===== config.mk =====
export PLATFORM = sky130hd
export DESIGN_NAME = run_pattern_gen
export DESIGN_NICKNAME = d
export VERILOG_FILES = /design/src/rtl/run_pattern_gen_pkg.sv /design/src/rtl/run_hit_counter.sv /design/src/rtl/run_pattern_gen.sv
export SDC_FILE = /design/constraint.sdc
export NUM_CORES = 1
export LEC_CHECK = 0
export ABC_CLOCK_PERIOD_IN_PS = 2900
export BUFFER_PORTS_ARGS = -buffer_cell sky130_fd_sc_hd__buf_2
export CAP_MARGIN = 40
export CORE_MARGIN = 1.5
export CORE_UTILIZATION = 59
export CTS_BUF_LIST = sky130_fd_sc_hd__clkbuf_4 sky130_fd_sc_hd__clkbuf_8
export CTS_CLUSTER_DIAMETER = 60
export CTS_CLUSTER_SIZE = 24
export DETAILED_ROUTE_END_ITERATION = 10
export PLACE_DENSITY = 0.83
export SYNTH_ARGS = -nofsm -noshare
export SYNTH_HDL_FRONTEND = slang
export SYNTH_SLANG_ARGS = --single-unit

===== constraint.sdc =====
create_clock -name clk -period 2.9 [get_ports clk]
set_clock_uncertainty 0.1 [all_clocks]
set_input_delay 0.145 -clock clk [delete_from_list [all_inputs] [get_ports clk]]
set_output_delay 0.145 -clock clk [all_outputs]
set_load 0.005 [all_outputs]

===== src/rtl/run_pattern_gen_pkg.sv =====
// Shared definitions for the run pattern generator and the detector bench.
//   state_e            : sequencing states of the pattern generator
//   DEFAULT_DETECT_LEN : default window length of the expected-hit counter
package run_pattern_gen_pkg;

  typedef enum logic [1:0] {
    IDLE = 2'd0,
    RUN0 = 2'd1,
    RUN1 = 2'd2,
    FIN  = 2'd3
  } state_e;

  localparam int DEFAULT_DETECT_LEN = 4;

endpackage : run_pattern_gen_pkg


===== src/rtl/run_hit_counter.sv =====
// Expected-hit counter: counts valid cycles on which the current bit and the
// previous DETECT_LEN-1 valid bits are all equal. Saturates at all-ones.
// Ports:
//   clk, rst   : clock, synchronous active-high reset
//   clear      : clears history, fill count and hit count
//   valid      : bit_in is a stream bit this cycle
//   bit_in     : stream bit
//   exp_hits   : registered saturating hit count
module run_hit_counter
  import run_pattern_gen_pkg::*;
#(
  parameter int DETECT_LEN = DEFAULT_DETECT_LEN,
  parameter int HIT_W      = 16
) (
  input  logic             clk,
  input  logic             rst,
  input  logic             clear,
  input  logic             valid,
  input  logic             bit_in,
  output logic [HIT_W-1:0] exp_hits
);

  localparam int HIST_W = DETECT_LEN - 1;
  localparam int FILL_W = $clog2(DETECT_LEN);

  logic [HIST_W-1:0] hist_q, hist_d;
  logic [FILL_W-1:0] fill_q, fill_d;
  logic [HIT_W-1:0]  hits_q, hits_d;
  logic              window_full;
  logic              window_equal;

  assign window_full  = (fill_q == FILL_W'(HIST_W));
  assign window_equal = bit_in ? (&hist_q) : ~(|hist_q);

  // NOTE: every variable gets a default before any branch so no latch is inferred.
  always_comb begin
    hist_d = hist_q;
    fill_d = fill_q;
    hits_d = hits_q;
    if (clear) begin
      hist_d = '0;
      fill_d = '0;
      hits_d = '0;
    end else if (valid) begin
      hist_d = (hist_q << 1) | HIST_W'(bit_in);
      if (!window_full) fill_d = fill_q + FILL_W'(1);
      if (window_full && window_equal && (hits_q != '1)) hits_d = hits_q + HIT_W'(1);
    end
  end

  // NOTE: state is updated with non-blocking assignments so all flops sample
  // pre-edge values regardless of statement order.
  always_ff @(posedge clk) begin
    if (rst) begin
      hist_q <= '0;
      fill_q <= '0;
      hits_q <= '0;
    end else begin
      hist_q <= hist_d;
      fill_q <= fill_d;
      hits_q <= hits_d;
    end
  end

  assign exp_hits = hits_q;

endmodule : run_hit_counter


===== src/rtl/run_pattern_gen.sv =====
// Programmable serial stimulus source: after an accepted start it emits
// num_pairs repetitions of run0_len zeros followed by run1_len ones, one bit
// per clock, and tracks the hit count a DETECT_LEN-in-a-row detector must see.
// Ports:
//   clk, rst                     : clock, synchronous active-high reset
//   start                        : start request, honoured in IDLE only
//   run0_len, run1_len, num_pairs: pattern configuration, captured at start
//   bit_out, bit_valid           : serial bit and its strobe
//   busy                         : pattern in progress (equals bit_valid)
//   done                         : one-cycle pulse after the last bit
//   exp_hits                     : expected detector hit count
module run_pattern_gen
  import run_pattern_gen_pkg::*;
#(
  parameter int RUN_W      = 4,
  parameter int PAIR_W     = 8,
  parameter int DETECT_LEN = DEFAULT_DETECT_LEN,
  parameter int HIT_W      = 16
) (
  input  logic              clk,
  input  logic              rst,
  input  logic              start,
  input  logic [RUN_W-1:0]  run0_len,
  input  logic [RUN_W-1:0]  run1_len,
  input  logic [PAIR_W-1:0] num_pairs,
  output logic              bit_out,
  output logic              bit_valid,
  output logic              busy,
  output logic              done,
  output logic [HIT_W-1:0]  exp_hits
);

  state_e            state_q, state_d;
  logic [RUN_W-1:0]  run0_q, run0_d;
  logic [RUN_W-1:0]  run1_q, run1_d;
  logic [RUN_W-1:0]  run_cnt_q, run_cnt_d;
  logic [PAIR_W-1:0] pair_cnt_q, pair_cnt_d;
  logic              bit_out_q, bit_out_d;
  logic              bit_valid_q, bit_valid_d;
  logic              done_q, done_d;
  logic              start_accept;
  logic              pair_end;

  always_comb begin
    state_d      = state_q;
    run0_d       = run0_q;
    run1_d       = run1_q;
    run_cnt_d    = run_cnt_q;
    pair_cnt_d   = pair_cnt_q;
    start_accept = 1'b0;
    pair_end     = 1'b0;

    case (state_q)
      IDLE: begin
        if (start) begin
          start_accept = 1'b1;
          run0_d       = run0_len;
          run1_d       = run1_len;
          pair_cnt_d   = num_pairs;
          if (num_pairs == '0) begin
            state_d = FIN;
          end else if (run0_len != '0) begin
            state_d   = RUN0;
            run_cnt_d = run0_len;
          end else if (run1_len != '0) begin
            state_d   = RUN1;
            run_cnt_d = run1_len;
          end else begin
            state_d = FIN;
          end
        end
      end
      // run_cnt_q counts the bits of the current phase still to be shown,
      // including the one on bit_out this cycle.
      RUN0: begin
        if (run_cnt_q == RUN_W'(1)) begin
          if (run1_q != '0) begin
            state_d   = RUN1;
            run_cnt_d = run1_q;
          end else begin
            pair_end = 1'b1;
          end
        end else begin
          run_cnt_d = run_cnt_q - RUN_W'(1);
        end
      end
      RUN1: begin
        if (run_cnt_q == RUN_W'(1)) pair_end = 1'b1;
        else                        run_cnt_d = run_cnt_q - RUN_W'(1);
      end
      FIN:     state_d = IDLE;
      default: state_d = IDLE;
    endcase

    // Closing a pair: either start the next one (skipping an empty 0-run) or finish.
    if (pair_end) begin
      pair_cnt_d = pair_cnt_q - PAIR_W'(1);
      if (pair_cnt_q != PAIR_W'(1)) begin
        if (run0_q != '0) begin
          state_d   = RUN0;
          run_cnt_d = run0_q;
        end else begin
          state_d   = RUN1;
          run_cnt_d = run1_q;
        end
      end else begin
        state_d = FIN;
      end
    end
  end

  // Outputs are decoded from the next state so they are registered alongside it.
  always_comb begin
    bit_valid_d = (state_d == RUN0) || (state_d == RUN1);
    bit_out_d   = (state_d == RUN1);
    done_d      = (state_d == FIN);
  end

  always_ff @(posedge clk) begin
    if (rst) begin
      state_q     <= IDLE;
      run0_q      <= '0;
      run1_q      <= '0;
      run_cnt_q   <= '0;
      pair_cnt_q  <= '0;
      bit_out_q   <= 1'b0;
      bit_valid_q <= 1'b0;
      done_q      <= 1'b0;
    end else begin
      state_q     <= state_d;
      run0_q      <= run0_d;
      run1_q      <= run1_d;
      run_cnt_q   <= run_cnt_d;
      pair_cnt_q  <= pair_cnt_d;
      bit_out_q   <= bit_out_d;
      bit_valid_q <= bit_valid_d;
      done_q      <= done_d;
    end
  end

  // The counter consumes the bit currently on the output, so the final count
  // lands on the same edge that raises done.
  run_hit_counter #(
    .DETECT_LEN (DETECT_LEN),
    .HIT_W      (HIT_W)
  ) u_hit_counter (
    .clk      (clk),
    .rst      (rst),
    .clear    (start_accept),
    .valid    (bit_valid_q),
    .bit_in   (bit_out_q),
    .exp_hits (exp_hits)
  );

  assign bit_out   = bit_out_q;
  assign bit_valid = bit_valid_q;
  assign busy      = bit_valid_q;
  assign done      = done_q;

endmodule : run_pattern_gen


==> impl_metrics.env, run 1 <==
export IMPL_min_path_type="primary input to flip-flop"
export IMPL_netlist_area_um2=2630
export IMPL_syn_inst=332
export IMPL_tritoncts="yes"
export IMPL_synth_top_area_share_pct=35.0
export IMPL_synthMostInstantiatedCell="dfxtp_1"
export IMPL_final_layout_size_suffix_gt1_share_pct=14.8
export IMPL_seqPwrFrac_pct=44.3
export IMPL_drt_initial_drc_count=155
export IMPL_crit_type="flip-flop to flip-flop"
export IMPL_fmax_mhz=379
export IMPL_initial_core_util_pct=60.8
export IMPL_netlist_top_cell_by_area="dfxtp_1"
export IMPL_cts_buffer_depth=2
export IMPL_dieArea_um2=4870
export IMPL_die_x_um=69.8
export IMPL_core_area_um2=4320
export IMPL_path_buf_inv=1
export IMPL_diodes=0
export IMPL_p_per_area_nw_per_um2=579
export IMPL_placementRows=24
export IMPL_drv_cap=0
export IMPL_cpPeakStageDelay_ns=0.51
export IMPL_rsz0062_at_grt="no"
export IMPL_outcome="finished clean"
export IMPL_grt_pass1_wl_mm=11.0
export IMPL_hold_viol=0
export IMPL_syn2layout_area_growth_pct=13.7
export IMPL_synth_ff_type="dfxtp_1"
export IMPL_dp_final_hpwl_mm=4.57
export IMPL_synthTopCellsByCount="46 x dfxtp_1, 34 x nor2_1, 32 x a21oi_1"
export IMPL_path_max_fanout=6
export IMPL_numCtsBuffers=5
export IMPL_routed_wl_mm=6.30
export IMPL_period_share_pct=91.0
export IMPL_synth_edf_count=0
export IMPL_cp_arrival_ns=2.72
export IMPL_cpLargestDelayFamily="simple AND/OR/NAND/NOR gates"
export IMPL_clk_pin_slew_ns=0.08
export IMPL_vdd_drop_max_v=0.000303
export IMPL_synth_distinct_cells=50
export IMPL_wire_per_inst_um=14.9
export IMPL_insertion_delay_ns=0.30
export IMPL_worst_setup_path_start_kind="flip-flop"
export IMPL_switching_share_pct=32.4
export IMPL_num_vias=2627
export IMPL_yosysSeqAreaShare_pct=35.0
export IMPL_finalCriticalPeriod_ns=2.64
export IMPL_layout_nets=401
export IMPL_numPortBuffers=38
export IMPL_grt_use_total_pct=27.3
export IMPL_comb_power_share_pct=27.8
export IMPL_hold_buffers=0
export IMPL_max_slew_margin_pct=49.6
export IMPL_maxSlewViolCount=0
export IMPL_cp_end_kind="flip-flop"
export IMPL_antenna_found_initial=0
export IMPL_place_congestion=0.949
export IMPL_final_antenna_net_count=0
export IMPL_setup_violations_final=0
export IMPL_p_int_mw=1.17
export IMPL_slowest_stage="or3b_2"
export IMPL_grt_start_max_net_pins=28
export IMPL_worst_slew_pin_slew_ns=0.755
export IMPL_r2r_slack_ns=0.26
export IMPL_ys_top_cells_by_area="dfxtp_1 35%, a21oi_1 6.1%, ha_1 5.7%"
export IMPL_p_sw_uw=562
export IMPL_cts_sinks=46
export IMPL_cts_root_buf="clkbuf_8"
export IMPL_fp_dieH_um=69.8
export IMPL_dr_pass1_iters=5
export IMPL_pwr_share_clk_pct=27.9
export IMPL_post_route_drc_count=0
export IMPL_critical_path_cell_chain="inv_1 -> ha_1 -> or3b_2 -> or3_1 -> a21oi_1 -> nor3_1 -> nor2_1 -> ha_1 -> nor2b_1"
export IMPL_fin_area_um2=2990
export IMPL_vias_per_cell=6.21
export IMPL_cp_common_cell="ha_1"
export IMPL_required_ns=2.98
export IMPL_htree_levels=2
export IMPL_power_leakage_nw=1.12
export IMPL_synth_async_reset_ratio_pct=0
export IMPL_syn_nets=363
export IMPL_grt_pass1_vias=2407
export IMPL_syn_avg_cell_area_um2=7.92
export IMPL_setup_tns_ns=0
export IMPL_io_pins=39
export IMPL_p_total_mw=1.73
export IMPL_synth_warnings=0
export IMPL_grt_overflow=0
export IMPL_ys_ff_latch=46
export IMPL_dpl_cell_area_um2=2870
cell type report:
cell class              count  area, um2
clock buffers               7       83.8
clock inverters             1       30.0
fillers                   380       1330
inverters                  15       56.3
multi-input cells         259       1610
flip-flops and latches     46        921
well taps                  52       65.1
repair buffers             43        228
stage by stage:
step	hold slack (ns)	utilization, %	std cells	setup WS, ns
4_1_cts	0.00722	69.1	423	0.182
3_5_place_dp	0.328	66.4	415	0.274
3_3_place_gp	0.315	66.4	415	0.361
6_report	0.0119	69.2	423	0.260
2_1_floorplan	0.181	-	332	0.558
5_1_grt	0.0212	69.2	423	0.0291
repair_timing:
action	in CTS	in global routing
endpoints found under the setup margin	0	1
gates resized for setup	0	1
endpoints found under the hold margin	0	0
setup buffers	0	0
routing by layer:
metal / vias to the layer above / track usage (%) / share of wire [%] / routed length (um)
li1: 1308 / - / - / -
met1: 1215 / 36.6 / 45 / 2840
met2: 91 / 44.6 / 48 / 3010
met3: 13 / 4.51 / 5.2 / 329
met4: 0 / 9.40 / 1.8 / 112
met5: - / 0 / 0 / 0
sequential cells by signal, indices dropped and copies added (netlist names):
signal	cells
run_cnt_q	4
u_hit_counter.hist_q	3
u_hit_counter.fill_q	2
run0_q	4
bit_valid	1
done	1
run1_q	4
pair_cnt_q	8
state_q	2
u_hit_counter.exp_hits	16
bit_out	1
power by group through the flow:
stage / Clock, mW / Combinational (mW) / Sequential, mW
2_1_floorplan: 0 / 0.367 / 0.746
3_3_place_gp: 0 / 0.461 / 0.773
3_5_place_dp: 0 / 0.468 / 0.777
4_1_cts: 0.494 / 0.474 / 0.762
5_1_grt: 0.517 / 0.540 / 0.775
6_report: 0.483 / 0.482 / 0.768
path summary, 6_finish.rpt:
kind,start,to,cells after the start
setup / recovery,run_cnt_q[1]$_SDFF_PP0_,bit_valid$_SDFF_PP0_,9
hold / removal,run1_len[3],run1_q[3]$_SDFFE_PP0P_,3
setup reg to reg,run_cnt_q[1]$_SDFF_PP0_,bit_valid$_SDFF_PP0_,9
hold reg to reg,u_hit_counter.exp_hits[13]$_SDFFE_PP0P_,u_hit_counter.exp_hits[13]$_SDFFE_PP0P_,2
cell usage in the layout (no fill, tap or decap), types with 4 or more instances in the layout:
cell type   n
nor3_1     13
inv_1      15
xnor2_1     6
a31oi_1     6
nor4b_1     7
or3_1       9
nand3_1     9
dfxtp_1    46
a211oi_1   10
a21oi_1    32
nand4_1     6
nor2b_1     6
o21ai_0    13
or4_1       6
buf_4       5
buf_2      38
nor4_1      7
nand2_1    30
nand2b_1    4
nor2_1     34
ha_1       12
and3_1      4
mux2i_1     4
clkbuf_8    5
xor2_1      4
worst register-to-register path, delay by kind of cell, from the launching register on:
family                   cells  cell delay [ns]
AND/OR/NAND/NOR              5             1.23
buffers and inverters        1             0.16
adder cells (fa/ha/maj)      2             0.53
AO/OA/AOI/OAI                1             0.15
flip-flops                   1             0.35
logic make-up (layout without fill, tap and decap cells):
group	after synthesis	after routing	synth area share, %
multiplexers	4	4	1.52
flip-flops	46	46	35.0
buffers and inverters	27	66	4.04
XOR/XNOR	10	10	3.33
AO/OA/AOI/OAI	89	89	21.5
adder cells (fa/ha/maj)	12	12	5.71
AND/OR/NAND/NOR	144	144	28.9
(Power assumes the default switching activity.)
==> run 2: changes to the inputs <==
- CORE_UTILIZATION: 59 -> 57
- CTS_BUF_LIST: sky130_fd_sc_hd__clkbuf_4 sky130_fd_sc_hd__clkbuf_8 -> default
- PLACE_DENSITY: 0.83 -> 0.81
- TNS_END_PERCENT: default -> 100
==> impl_metrics.env, run 2 (synthesis gave the netlist of run 1 again) <==
export IMPL_outcome="finished clean"
export IMPL_cp_end_kind="flip-flop"
export IMPL_rsz0062_at_grt="no"
export IMPL_required_ns=3.02
export IMPL_cts_root_buf="clkbuf_8"
export IMPL_max_slew_margin_pct=48.8
export IMPL_drv_cap=0
export IMPL_place_congestion=0.921
export IMPL_holdWs_ns=0.0102
export IMPL_hold_viol=0
export IMPL_wire_per_inst_um=14.9
export IMPL_largest_reg_flops=16
export IMPL_min_path_type="primary input to flip-flop"
export IMPL_core_area_um2=4380
export IMPL_cts_buffer_depth=2
export IMPL_numCtsBuffers=5
export IMPL_crit_end="u_hit_counter.exp_hits[7]$_SDFFE_PP0P_"
export IMPL_cts_setup_buffers=0
export IMPL_layout_nets=404
export IMPL_r2r_end="u_hit_counter.exp_hits[7]$_SDFFE_PP0P_"
export IMPL_worst_setup_path_start_kind="flip-flop"
export IMPL_placementRows=24
export IMPL_dr_pass1_iters=4
export IMPL_path_max_fanout=10
export IMPL_cts_sinks=46
export IMPL_p_per_area_nw_per_um2=573
export IMPL_finalCriticalPeriod_ns=2.57
export IMPL_routed_wl_mm=6.33
export IMPL_num_vias=2707
export IMPL_htree_levels=2
export IMPL_final_layout_size_suffix_gt1_share_pct=15.0
export IMPL_io_pins=39
export IMPL_seq_area_um2=921
export IMPL_cp_arrival_ns=2.69
export IMPL_numPortBuffers=38
export IMPL_worst_slew_pin_slew_ns=0.768
export IMPL_fmax_mhz=389
export IMPL_diodes=0
export IMPL_final_antenna_net_count=0
export IMPL_vdd_drop_max_v=0.000396
export IMPL_dieArea_um2=5030
export IMPL_fp_dieH_um=70.9
export IMPL_cp_startpoint="u_hit_counter.hist_q[2]$_SDFFE_PP0P_"
export IMPL_grt_overflow=0
export IMPL_power_leakage_nw=1.13
export IMPL_setup_tns_ns=0
export IMPL_r2r_start="u_hit_counter.hist_q[2]$_SDFFE_PP0P_"
export IMPL_hold_depth=3
export IMPL_post_route_drc_count=0
export IMPL_maxSlewViolCount=0
export IMPL_final_common_cell="dfxtp_1"
export IMPL_multiInputGateArea_um2=1610
export IMPL_initial_core_util_pct=60.0
export IMPL_vias_per_cell=6.35
export IMPL_insertion_delay_ns=0.30
export IMPL_antenna_found_initial=0
export IMPL_grt_pass1_wl_mm=10.7
export IMPL_final_cell_mix="46 x dfxtp_1, 38 x buf_2, 34 x nor2_1, 32 x a21oi_1, 30 x nand2_1"
export IMPL_tritoncts="yes"
export IMPL_num_fill_cells=401
export IMPL_setup_violations_final=0
export IMPL_syn2layout_area_growth_pct=14.6
export IMPL_die_x_um=70.9
export IMPL_grt_use_total_pct=26.1
export IMPL_r2r_cells=5
export IMPL_crit_type="flip-flop to flip-flop"
export IMPL_period_share_pct=88.6
export IMPL_grt_pass1_vias=2350
export IMPL_dp_final_hpwl_mm=4.68
export IMPL_clk_pin_slew_ns=0.08
export IMPL_grt_start_max_net_pins=28
export IMPL_r2r_slack_ns=0.33
export IMPL_drt_initial_drc_count=150
run 2: layout make-up:
class	count	share of cell area, %
Timing Repair Buffer	46	8.39
Inverter	15	1.87
Tap cell	52	2.16
Multi-Input combinational cell	259	53.4
Clock inverter	2	1.25
Sequential cell	46	30.6
Clock buffer	6	2.41
run 2: where the power goes:
group | internal, mW | leakage [nW] | switching (mW)
clock network | 0.257 | 0.0514 | 0.216
registers | 0.688 | 0.375 | 0.0759
logic | 0.213 | 0.702 | 0.278
run 2: how the worst min path moves through the flow:
stage                                   endpoint  slack [ns]        start
after floorplan           run1_q[1]$_SDFFE_PP0P_        0.18  run1_len[1]
after global placement    run1_q[3]$_SDFFE_PP0P_        0.31  run1_len[3]
after detailed placement  run1_q[3]$_SDFFE_PP0P_        0.32  run1_len[3]
after CTS                 run1_q[1]$_SDFFE_PP0P_       0.006  run1_len[1]
after global routing      run1_q[0]$_SDFFE_PP0P_        0.01  run1_len[0]
final                     run1_q[1]$_SDFFE_PP0P_        0.01  run1_len[1]
run 2: repair_timing:
item                       CTS  global route
hold endpoints to repair     1             0
setup endpoints to repair    0             1
hold buffers                 1             0
gates resized for setup      0             1
run 2: worst max-delay path, stage by stage (launching register included):
cell and delay [ns]:
dfxtp_1 0.34, or4_4 0.55, a21o_1 0.26, or4_1 0.72
or3_1 0.37, a21oi_1 0.15
run 2: metrics by stage:
| stage | cell area, um2 | setup slack, ns | std cells | utilization (%) | power, mW |
|---|---|---|---|---|---|
| final | 3010 | 0.330 | 426 | 68.7 | 1.73 |
| after global routing | 3010 | 0.161 | 426 | 68.7 | 1.83 |
| after CTS | 3010 | 0.203 | 426 | 68.6 | 1.73 |
| after detailed placement | 2890 | 0.216 | 417 | 65.9 | 1.25 |
| after global placement | 2890 | 0.338 | 417 | 65.9 | 1.24 |
| after floorplan | 2630 | 0.558 | 332 | - | 1.11 |
run 2: metal layers:
layer | share of wire, % | vias up | global-route usage, % | wire, um
met3 | 6.2 | 18 | 4.99 | 390
met1 | 44 | 1268 | 34.0 | 2820
met5 | 0 | - | 0 | 0
met2 | 47 | 112 | 43.4 | 3000
li1 | - | 1309 | - | -
met4 | 1.9 | 0 | 9.01 | 119
==> run 3: changes to the inputs <==
- ABC_CLOCK_PERIOD_IN_PS: 2900 -> 2100
- CORE_UTILIZATION: 57 -> 51
- PLACE_DENSITY: 0.81 -> 0.76
- clock period: 2.9 -> 2.1 ns (I/O delays scaled with it)
==> impl_metrics.env, run 3 (synthesis gave the netlist of run 1 again) <==
export IMPL_failed_checks="setup timing"
export IMPL_grt_pass1_wl_mm=12.4
export IMPL_worst_setup_path_start_kind="flip-flop"
export IMPL_clk_pin_slew_ns=0.08
export IMPL_placementRows=25
export IMPL_core_area_um2=4850
export IMPL_max_slew_margin_pct=65.0
export IMPL_cp_arrival_ns=2.28
export IMPL_dp_final_hpwl_mm=5.66
export IMPL_worst_slack_ns=-0.105
export IMPL_tritoncts="yes"
export IMPL_wire_per_inst_um=15.8
export IMPL_dieArea_um2=5600
export IMPL_setup_tns_ns=-0.323
export IMPL_layout_cells_non_filler=504
export IMPL_finalCriticalPeriod_ns=2.20
export IMPL_drv_cap=0
export IMPL_dr_pass1_iters=5
export IMPL_place_inst=485
export IMPL_crit_type="flip-flop to flip-flop"
export IMPL_postLayoutCoreUtil_pct=75.3
export IMPL_grt_start_max_net_pins=28
export IMPL_holdWs_ns=0.0333
export IMPL_syn2layout_area_growth_pct=38.8
export IMPL_final_common_cell="buf_4"
export IMPL_fp_dieH_um=74.8
export IMPL_hold_viol=0
export IMPL_grt_pass1_vias=2756
export IMPL_setup_violations_final=7
export IMPL_maxSlewViolCount=0
export IMPL_outcome="finished, violations left"
export IMPL_largest_reg_flops=16
export IMPL_min_path_type="primary input to flip-flop"
export IMPL_grt_overflow=0
export IMPL_required_ns=2.17
export IMPL_routed_wl_mm=7.98
export IMPL_insertion_delay_ns=0.31
export IMPL_hold_depth=3
export IMPL_io_pins=39
export IMPL_numPortBuffers=38
export IMPL_path_max_fanout=3
export IMPL_antenna_found_initial=0
export IMPL_post_route_drc_count=0
export IMPL_vdd_drop_max_v=0.000361
export IMPL_dpl_cell_area_um2=3330
export IMPL_cts_sinks=46
export IMPL_cts_root_buf="clkbuf_8"
export IMPL_htree_levels=2
export IMPL_numCtsBuffers=5
export IMPL_worst_slew_pin_slew_ns=0.525
export IMPL_num_vias=3053
export IMPL_fin_area_um2=3650
export IMPL_cp_end_kind="flip-flop"
export IMPL_drt_initial_drc_count=234
export IMPL_period_share_pct=105
export IMPL_final_layout_size_suffix_gt1_share_pct=33.4
export IMPL_vias_per_cell=6.06
export IMPL_initial_core_util_pct=54.2
export IMPL_cts_buffer_depth=2
export IMPL_r2r_cells=9
export IMPL_r2r_slack_ns=-0.10
export IMPL_preCtsSetupSlack_ns=-0.160
export IMPL_final_cell_mix="68 x buf_4, 40 x dfxtp_1, 38 x buf_2, 31 x nor2_1, 29 x nand2_1"
export IMPL_fmax_mhz=454
export IMPL_final_antenna_net_count=0
export IMPL_place_congestion=0.937
export IMPL_layout_nets=467
export IMPL_rsz0062_at_grt="yes"
export IMPL_die_x_um=74.8
export IMPL_power_leakage_nw=1.46
export IMPL_p_total_mw=2.77
export IMPL_diodes=0
export IMPL_grt_use_total_pct=28.5
export IMPL_p_per_area_nw_per_um2=760
-- run 3: changes by cell type in the layout (fill, tap and decap cells not counted), sizes merged --
cell / previous run / this run
or4: 7 / 8
buf: 45 / 107
-- run 3: area by class of cell --
type	count	area, um2
repair buffers	108	722
clock inverters	2	37.5
flip-flops and latches	46	928
clock buffers	6	72.6
multi-input cells	260	1750
fillers	372	1200
inverters	15	56.3
well taps	67	83.8
-- run 3: report_power, final --
part           internal [mW]  switching (mW)  total [mW]
Combinational          0.535           0.538        1.07
Clock                  0.356           0.313       0.669
Sequential             0.953          0.0774        1.03
Total                   1.84           0.929        2.77
-- run 3: path summary, 6_finish.rpt --
path / end / from
min: run1_q[3]$_SDFFE_PP0P_ / run1_len[3]
min reg2reg: run1_q[1]$_SDFFE_PP0P_ / run1_q[1]$_SDFFE_PP0P_
max reg2reg: bit_valid$_SDFF_PP0_ / run_cnt_q[1]$_SDFF_PP0_
max: bit_valid$_SDFF_PP0_ / run_cnt_q[1]$_SDFF_PP0_
-- run 3: worst max-delay path: stages (launching register included) --
cell	delay [ns]
dfxtp_2	0.33
inv_2	0.07
ha_4	0.14
or3b_4	0.39
or3_4	0.34
a21oi_2	0.13
nor3_2	0.06
nor2_2	0.14
ha_1	0.25
nor2b_1	0.13
-- run 3: per-layer routing --
metal / global-route usage (%) / up-vias / wire (um) / part of all wire (%)
li1: - / 1443 / - / -
met1: 36.0 / 1411 / 3430 / 43
met2: 48.8 / 178 / 3830 / 48
met3: 5.49 / 21 / 566 / 7.1
met4: 9.49 / 0 / 157 / 2.0
met5: 0 / - / 0 / 0
-- run 3: what timing repair did --
action | in CTS | in global routing
setup buffers | 7 | 2
gates cloned | 1 | 0
setup endpoints to repair | 11 | 19
pin swaps | 4 | 3
hold buffers | 1 | 0
resized for setup | 13 | 16
endpoints found under the hold margin | 1 | 0
